### config.mk
export PLATFORM = sky130hd
export DESIGN_NAME = seq_multiplier_n_flat
export DESIGN_NICKNAME = d
export VERILOG_FILES = /design/src/rtl/seq_multiplier_n_pkg.sv /design/src/rtl/seq_multiplier_n_if.sv /design/src/rtl/adder_n.sv /design/src/rtl/seq_multiplier_n.sv /design/src/flat_wrapper.sv
export SDC_FILE = /design/constraint.sdc
export NUM_CORES = 1
export LEC_CHECK = 0
export CORE_MARGIN = 10
export CORE_UTILIZATION = 51
export CTS_CLUSTER_DIAMETER = 200
export DETAILED_ROUTE_END_ITERATION = 10
export PLACE_DENSITY_LB_ADDON = 0.2
export SYNTH_ARGS = -nofsm -noshare
export SYNTH_HDL_FRONTEND = slang
export SYNTH_SLANG_ARGS = --single-unit
### constraint.sdc
create_clock -name clk -period 5.3 [get_ports clk]
set_input_delay 1.06 -clock clk [delete_from_list [all_inputs] [get_ports clk]]
set_output_delay 1.06 -clock clk [all_outputs]
set_load 0.03 [all_outputs]
### src/rtl/seq_multiplier_n_pkg.sv
// Shared types and defaults for the iterative shift-add multiplier.
package seq_multiplier_n_pkg;

   localparam int unsigned DEF_N = 8;

   typedef enum logic [1:0] {
      S_IDLE = 2'd0,
      S_RUN  = 2'd1,
      S_FIX  = 2'd2,
      S_DONE = 2'd3
   } state_t;

endpackage

### src/rtl/seq_multiplier_n_if.sv
// Operand/product handshake bundle between a requester and the multiplier.
interface seq_multiplier_n_if
   import seq_multiplier_n_pkg::*;
#(
   parameter int unsigned N = DEF_N
);
   logic           in_valid;
   logic           in_ready;
   logic [N-1:0]   a;
   logic [N-1:0]   b;
   logic           is_signed;
   logic           out_valid;
   logic           out_ready;
   logic [2*N-1:0] product;

   modport master (
      output in_valid, a, b, is_signed, out_ready,
      input  in_ready, out_valid, product
   );

   modport slave (
      input  in_valid, a, b, is_signed, out_ready,
      output in_ready, out_valid, product
   );
endinterface

### src/rtl/adder_n.sv
// N-bit ripple-carry adder used for the partial-sum accumulation.
module adder_n #(
   parameter int unsigned n = 8
) (
   input  logic [n-1:0] i_a,
   input  logic [n-1:0] i_b,
   input  logic         i_cin,
   output logic [n-1:0] o_sum,
   output logic         o_cout
);
   logic [n:0] w_c;

   always_comb begin
      w_c    = '0;
      o_sum  = '0;
      w_c[0] = i_cin;
      for (int i = 0; i < int'(n); i++) begin
         o_sum[i]  = i_a[i] ^ i_b[i] ^ w_c[i];
         w_c[i+1]  = (i_a[i] & i_b[i]) | (w_c[i] & (i_a[i] ^ i_b[i]));
      end
      o_cout = w_c[n];
   end
endmodule

### src/rtl/seq_multiplier_n.sv
// Iterative shift-add multiplier: N x N -> 2N, signed or unsigned per operation,
// one operation in flight, valid/ready on both sides.
module seq_multiplier_n
   import seq_multiplier_n_pkg::*;
#(
   parameter int unsigned N = DEF_N
) (
   input  logic              clk,
   input  logic              rst_n,
   seq_multiplier_n_if.slave bus
);
   localparam int unsigned W2 = 2 * N;
   localparam int unsigned CW = $clog2(N + 1);

   state_t          r_state;
   logic [N-1:0]    r_mcand;
   logic [N-1:0]    r_acc_hi;
   logic [N-1:0]    r_mq;
   logic            r_neg;
   logic [CW-1:0]   r_count;
   logic [W2-1:0]   r_product;
   logic            r_in_ready;
   logic            r_out_valid;

   logic [N-1:0]    w_abs_a;
   logic [N-1:0]    w_abs_b;
   logic [N-1:0]    w_addend;
   logic [N-1:0]    w_sum;
   logic            w_cout;
   logic [W2-1:0]   w_mag;

   // Magnitudes at accept; -2^(N-1) maps to 2^(N-1), which still fits N unsigned bits.
   always_comb begin
      w_abs_a = bus.a;
      w_abs_b = bus.b;
      if (bus.is_signed && bus.a[N-1]) w_abs_a = N'(~bus.a + N'(1));
      if (bus.is_signed && bus.b[N-1]) w_abs_b = N'(~bus.b + N'(1));
   end

   assign w_addend = r_mq[0] ? r_mcand : '0;
   assign w_mag    = {r_acc_hi, r_mq};

   adder_n #(.n(N)) u_add (
      .i_a    (r_acc_hi),
      .i_b    (w_addend),
      .i_cin  (1'b0),
      .o_sum  (w_sum),
      .o_cout (w_cout)
   );

   // Control and datapath; RUN shifts N times, then spends one cycle handing off to FIX.
   always_ff @(posedge clk or negedge rst_n) begin
      if (!rst_n) begin
         r_state     <= S_IDLE;
         r_mcand     <= '0;
         r_acc_hi    <= '0;
         r_mq        <= '0;
         r_neg       <= 1'b0;
         r_count     <= '0;
         r_product   <= '0;
         r_in_ready  <= 1'b1;
         r_out_valid <= 1'b0;
      end else begin
         case (r_state)
            S_IDLE: begin
               if (bus.in_valid) begin
                  r_mcand    <= w_abs_a;
                  r_mq       <= w_abs_b;
                  r_acc_hi   <= '0;
                  r_count    <= '0;
                  r_neg      <= bus.is_signed & (bus.a[N-1] ^ bus.b[N-1]);
                  r_in_ready <= 1'b0;
                  r_state    <= S_RUN;
               end
            end
            S_RUN: begin
               if (r_count == CW'(N)) begin
                  r_state <= S_FIX;
               end else begin
                  r_acc_hi <= {w_cout, w_sum[N-1:1]};
                  r_mq     <= {w_sum[0], r_mq[N-1:1]};
                  r_count  <= r_count + CW'(1);
               end
            end
            S_FIX: begin
               r_product   <= r_neg ? W2'(~w_mag + W2'(1)) : w_mag;
               r_out_valid <= 1'b1;
               r_state     <= S_DONE;
            end
            S_DONE: begin
               if (bus.out_ready) begin
                  r_out_valid <= 1'b0;
                  r_in_ready  <= 1'b1;
                  r_state     <= S_IDLE;
               end
            end
            default: r_state <= S_IDLE;
         endcase
      end
   end

   assign bus.in_ready  = r_in_ready;
   assign bus.out_valid = r_out_valid;
   assign bus.product   = r_product;
endmodule

### src/flat_wrapper.sv
// flat-port wrapper written by rule: the top's interface ports become plain ports
module seq_multiplier_n_flat import seq_multiplier_n_pkg::*;
#(
   parameter int unsigned N = DEF_N
)
  (clk, rst_n, bus_in_valid, bus_a, bus_b, bus_is_signed, bus_out_ready, bus_in_ready, bus_out_valid, bus_product);
  seq_multiplier_n_if #(.N(N)) bus_i ();
  input  logic clk;
  input  logic rst_n;
  input wire logic [$bits(bus_i.in_valid)-1:0] bus_in_valid;
  input wire logic [$bits(bus_i.a)-1:0] bus_a;
  input wire logic [$bits(bus_i.b)-1:0] bus_b;
  input wire logic [$bits(bus_i.is_signed)-1:0] bus_is_signed;
  input wire logic [$bits(bus_i.out_ready)-1:0] bus_out_ready;
  output wire logic [$bits(bus_i.in_ready)-1:0] bus_in_ready;
  output wire logic [$bits(bus_i.out_valid)-1:0] bus_out_valid;
  output wire logic [$bits(bus_i.product)-1:0] bus_product;
  assign bus_i.in_valid = bus_in_valid;
  assign bus_i.a = bus_a;
  assign bus_i.b = bus_b;
  assign bus_i.is_signed = bus_is_signed;
  assign bus_i.out_ready = bus_out_ready;
  assign bus_in_ready = bus_i.in_ready;
  assign bus_out_valid = bus_i.out_valid;
  assign bus_product = bus_i.product;
  seq_multiplier_n #(.N(N)) u_core (.clk(clk), .rst_n(rst_n), .bus(bus_i));
endmodule
# Yosys cells after proc, flatten, opt, wreduce, memory -nomap -nowiden
# Cells that the tools add are included.
# word_totals
regBits	49
latch_bits	0
ramBits	0
rom_bits	0
word_cells	96
memories	0
# classes
n_addsub	4
multipliers	0
div	0
magnitude_cmp	0
n_eq_ne	8
shift	0
muxes	22
n_bitwise	42
reduce_logical	11
# ops
operator	n
$mux W8	7
$pmux W8 S2	2
$add A16 B1 Y16 const B	1
$add A8 B1 Y8 const B	2
$and A1 B1 Y1	16
$mux W16	1
$not A16 Y16	1
$not A8 Y8	2
$xor A1 B1 Y1	16
$reduce_and A3 Y1	3
$mux W4	2
$pmux W2 S4	1
$pmux W4 S2	1
$or A1 B1 Y1	7
$mux W2	3
$ne A2 B2 Y1 const B	3
$reduce_bool A2 Y1	3
$add A4 B1 Y4 const B	1
$eq A2 B2 Y1 const B	2
$eq A4 B4 Y1 const B	1
$pmux W1 S2	2
$reduce_and A2 Y1	2
$mux W1	3
$eq A2 B1 Y1 const B	1
other kinds (3)	4

# Logic depth before layout (Yosys ltp)
# logic_depth
word_depth	18
mapped_depth	14
depth_no_buf	13

# Hierarchy
# From an unflattened synthesis, not the netlist that was laid out.
# unflattened
cells_unflattened	313
area_unflattened_um2	2975.4
# modules_own_cells
module	n_inst	cells_per_inst	area_per_inst_um2	seq_area_each_um2
seq_multiplier_n	1	295	2777.7	1227.4
adder_n	1	18	197.7	0.0

# Worst setup path after synthesis
# No wires, ideal clock.
# synth_timing
path_type	reg-to-reg
startpoint	register u_core.r_mq[0]
endpoint	register u_core.r_acc_hi[6]
setup_ns	0.127
t_arrival_ns	3.567
required_ns	5.173
path_slack_ns	1.606
path_stages_with_launch	15
n_path_buf	1
cell_sequence	dfrtp_1 > clkbuf_1 > and2_1 > ha_1 > inv_1 > fa_1 > fa_1 > fa_1 > fa_1 > fa_1 > inv_1 > fa_1 > inv_1 > fa_1 > o21ai_0
# synth_via
elab_chain_len	17
elab_cells_between_ends	30
classes_between	3 x mux; 27 x bitwise
# synth_rtl
item	line_no	text
from (decl)	seq_multiplier_n.sv:18	logic [N-1:0] r_mq;
from (signal assigned)	seq_multiplier_n.sv:68	r_mq <= w_abs_b;
from (signal assigned)	seq_multiplier_n.sv:81	r_mq <= {w_sum[0], r_mq[N-1:1]};
$mux W8 *	seq_multiplier_n.sv:40	assign w_addend = r_mq[0] ? r_mcand : '0;
$and A1 B1 Y1 / $xor A1 B1 Y1 (equally long branches)	adder_n.sv:19	w_c[i+1] = (i_a[i] & i_b[i]) | (w_c[i] & (i_a[i] ^ i_b[i]));
$and A1 B1 Y1	adder_n.sv:19	
$or A1 B1 Y1	adder_n.sv:19	
$and A1 B1 Y1	adder_n.sv:19	
$or A1 B1 Y1	adder_n.sv:19	
$and A1 B1 Y1	adder_n.sv:19	
$or A1 B1 Y1	adder_n.sv:19	
$and A1 B1 Y1	adder_n.sv:19	
$or A1 B1 Y1	adder_n.sv:19	
$and A1 B1 Y1	adder_n.sv:19	
$or A1 B1 Y1	adder_n.sv:19	
$and A1 B1 Y1	adder_n.sv:19	
$or A1 B1 Y1	adder_n.sv:19	
$xor A1 B1 Y1 *	adder_n.sv:18	o_sum[i] = i_a[i] ^ i_b[i] ^ w_c[i];
$mux W8 *	seq_multiplier_n.sv:77	if (r_count == CW'(N)) begin
$pmux W8 S2 *	seq_multiplier_n.sv:64	case (r_state)
to (signal assigned)	seq_multiplier_n.sv:80	r_acc_hi <= {w_cout, w_sum[N-1:1]};
to (decl)	seq_multiplier_n.sv:17	logic [N-1:0] r_acc_hi;
# Every way passes the cells marked *; elsewhere a longest branch is shown, timed or not. The select of a mux whose other input is x is not followed.
# A chain may end at the register's enable or synchronous reset.

# Final worst setup path
# Ends and elaborated chain as after synthesis.

==> impl_metrics.toml <==
[critical_path]
worstPathMaxFanout = 13
criticalPathCategory = "register to register"
cp_num_buf_inv = 3
crit_family = "adder cells"
cpMostUsedCell = "fa_1"
r2r_setup_slack_ns = 1.50
worstPathArrival_ns = 4.01
path_cells = "and2_1, ha_1, inv_1, fa_1, fa_1, fa_1, fa_1, fa_1, inv_1, fa_1, inv_1, fa_1, o21ai_0"
critical_path.max_stage_delay_ns = 0.56
worst_path_max_delay_cell = "dfrtp_1"
crit_path_end_kind = "register"
critical_path_required_ns = 5.51
cp-start-kind = "register"

[power_and_ir_drop]
ir_worst_vdd_mv = 0.359
power_density_nw_per_um2 = 564
p_leak_nw = 1.42
total_power_mw = 1.95

[drt]
first_pass_iters = 4
drtIter0Drc = 139
wire_per_inst_um = 14.1
drc = 0
routed_wl_um = 5940
routed_via_density = 5.41
drtAntennaViolNets = 0
dr_total_vias = 2274

[timing]
worst_pin_slew_ns = 1.19
whs_ns = 0.493
timing.final.ws_setup_ns = 1.50
max_freq_ghz = 0.263
hold_viol = 0
fin_worst_skew_ns = 0.0109
setup_viol = 0
fin_setup_tns_ns = 0
period_needed_ns = 3.80
slew_viol_final = 0
rsz0062_at_grt = "no"
slew_headroom = 0.209
period_share = 0.717

[clocking]
hold_buffers = 0
cts-resized-gates = 0
cts_sinks = 49
clk_pin_slew_worst_paths_ns = 0.08
postCtsSetupRepairBufs = 0
cts_tree = "built"
numCtsBuffers = 5
clock_path_buffers = 2
clkLatencyLatePin_ns = 0.30
root_buffer = "clkbuf_8"
htree_levels = 2

[job]
cap_violations = 0

[synthesis]
yosys_warnings = 0
synth_cell_types = 47
syn_nets = 353
yosys_most_used_dff = "dfrtp_1"
synth_top_family_by_area = "simple AND/OR/NAND/NOR gates"
synth_xor_xnor_area_share = 0.0655
yosys.area.top_type = "dfrtp_1"
syn_area_um2 = 2940
synthCells = 315
synth_compound_area_frac = 0.165
synth_area_leaders = "dfrtp_1, nand2_1, fa_1"
synth_top_cell_area_share = 0.408
synth-simple-area-share = 0.180
synth-edff-count = 0
ys_seq_area_frac = 0.417
syn_area_per_cell_um2 = 9.34
synth_fa_ha_area_frac = 0.0902
synthMuxAreaShare = 0.0319
synth.ff_latch_count = 49
async_flop_share = 1.00

[place]
routabilityCongestion = 0.798
dp.cells = 412
io_buffers = 38
place_ws_ns = 1.51
dpl-instance-area_um2 = 3350
place_hpwl_um = 4590

[cells_and_area]
mostFrequentLayoutCell = "dfrtp_1"
antennaDiodeCount = 0
finish.utilization = 0.622
final_area_um2 = 3450
final_cell_mix = "dfrtp_1, nand2_1, clkdlybuf4s50_1, o21ai_0, nor2_1"
stdcell_count = 420
final_nets = 385
area_delta_synth_final_pct = 17.2
final_layout_size_suffix_gt1_frac = 0.0661

[global_routing]
overflow = 0
antenna_found_initial = 0
grt_pass1_wl_um = 10400
grt_max_degree = 50
grtUsageTotal = 0.139
grt_pass1_vias = 2209

[floorplan]
core_um2 = 5540
ios = 39
die_h_um = 95.9
die-area_um2 = 9210
rows = 27
fp.dieW_um = 95.9
initial_core_util = 0.531

[hold_path]
hold_path.class = "register to register"

[outcome]
status = "completed"
-- Yosys cell counts, types with 6 or more instances --
master    count
ha_1         10
dfrtp_1      48
mux2i_1       6
clkbuf_1     12
fa_1          7
o21ai_0      28
a21oi_1      18
xor2_1        9
inv_1        23
xnor2_1      13
nand2_1      42
nor2_1       27
-- kinds of logic after synthesis --
group / Yosys count
xor+xnor: 22
simple gates: 107
flops: 49
buf+inv: 37
fa+ha+maj: 17
compound gates: 74
mux: 9
-- final cells by class --
type	instances	area (um^2)
timing repair buffer	39	383
tap	72	90.1
inverter	23	86.3
sequential	49	1230
multi-input combinational	229	1570
fill	503	2090
clock buffer	7	86.3
clock inverter	1	7.51
-- metal layers --
layer / vias up / wire length, um / track usage
met3: 7 / 340 / 0.0296
met4: 0 / 72 / 0.0381
met1: 1074 / 2760 / 0.181
met5: - / 0 / 0
met2: 45 / 2770 / 0.227
li1: 1148 / - / -
-- worst register-to-register path, stage by stage (launching register included) --
cell     delay, ns
dfrtp_1       0.56
and2_1        0.20
ha_1          0.14
inv_1         0.05
fa_1          0.37
fa_1          0.39
fa_1          0.39
fa_1          0.39
fa_1          0.36
inv_1         0.07
fa_1          0.15
inv_1         0.05
fa_1          0.43
o21ai_0       0.17
-- power breakdown --
group | internal, mW | switching [mW] | total, mW
combinational | 0.424 | 0.597 | 1.02
clock | 0.106 | 0.120 | 0.226
sequential | 0.540 | 0.158 | 0.698
-- sequential cells by signal (all words and copies together), names as in the netlist --
| signal | count |
|---|---|
| u_core.r_mcand | 8 |
| u_core.bus.in_ready | 1 |
| u_core.r_count | 4 |
| u_core.r_acc_hi | 8 |
| u_core.bus.out_valid | 1 |
| u_core.r_state | 2 |
| u_core.r_mq | 8 |
| u_core.bus.product | 16 |
| u_core.r_neg | 1 |
-- path summary, 6_finish.rpt --
path,cells after the start,startpoint,end
max,13,u_core.r_mq[0],u_core.r_acc_hi[6]
min,2,u_core.r_mcand[5],u_core.r_mcand[5]
max reg2reg,13,u_core.r_mq[0],u_core.r_acc_hi[6]
min reg2reg,2,u_core.r_mcand[5],u_core.r_mcand[5]
max in group asynchronous,1,rst_n,u_core.bus.out_valid
min in group asynchronous,1,rst_n,u_core.bus.product[6]
Note: power is estimated with default switching activity, not from simulation.
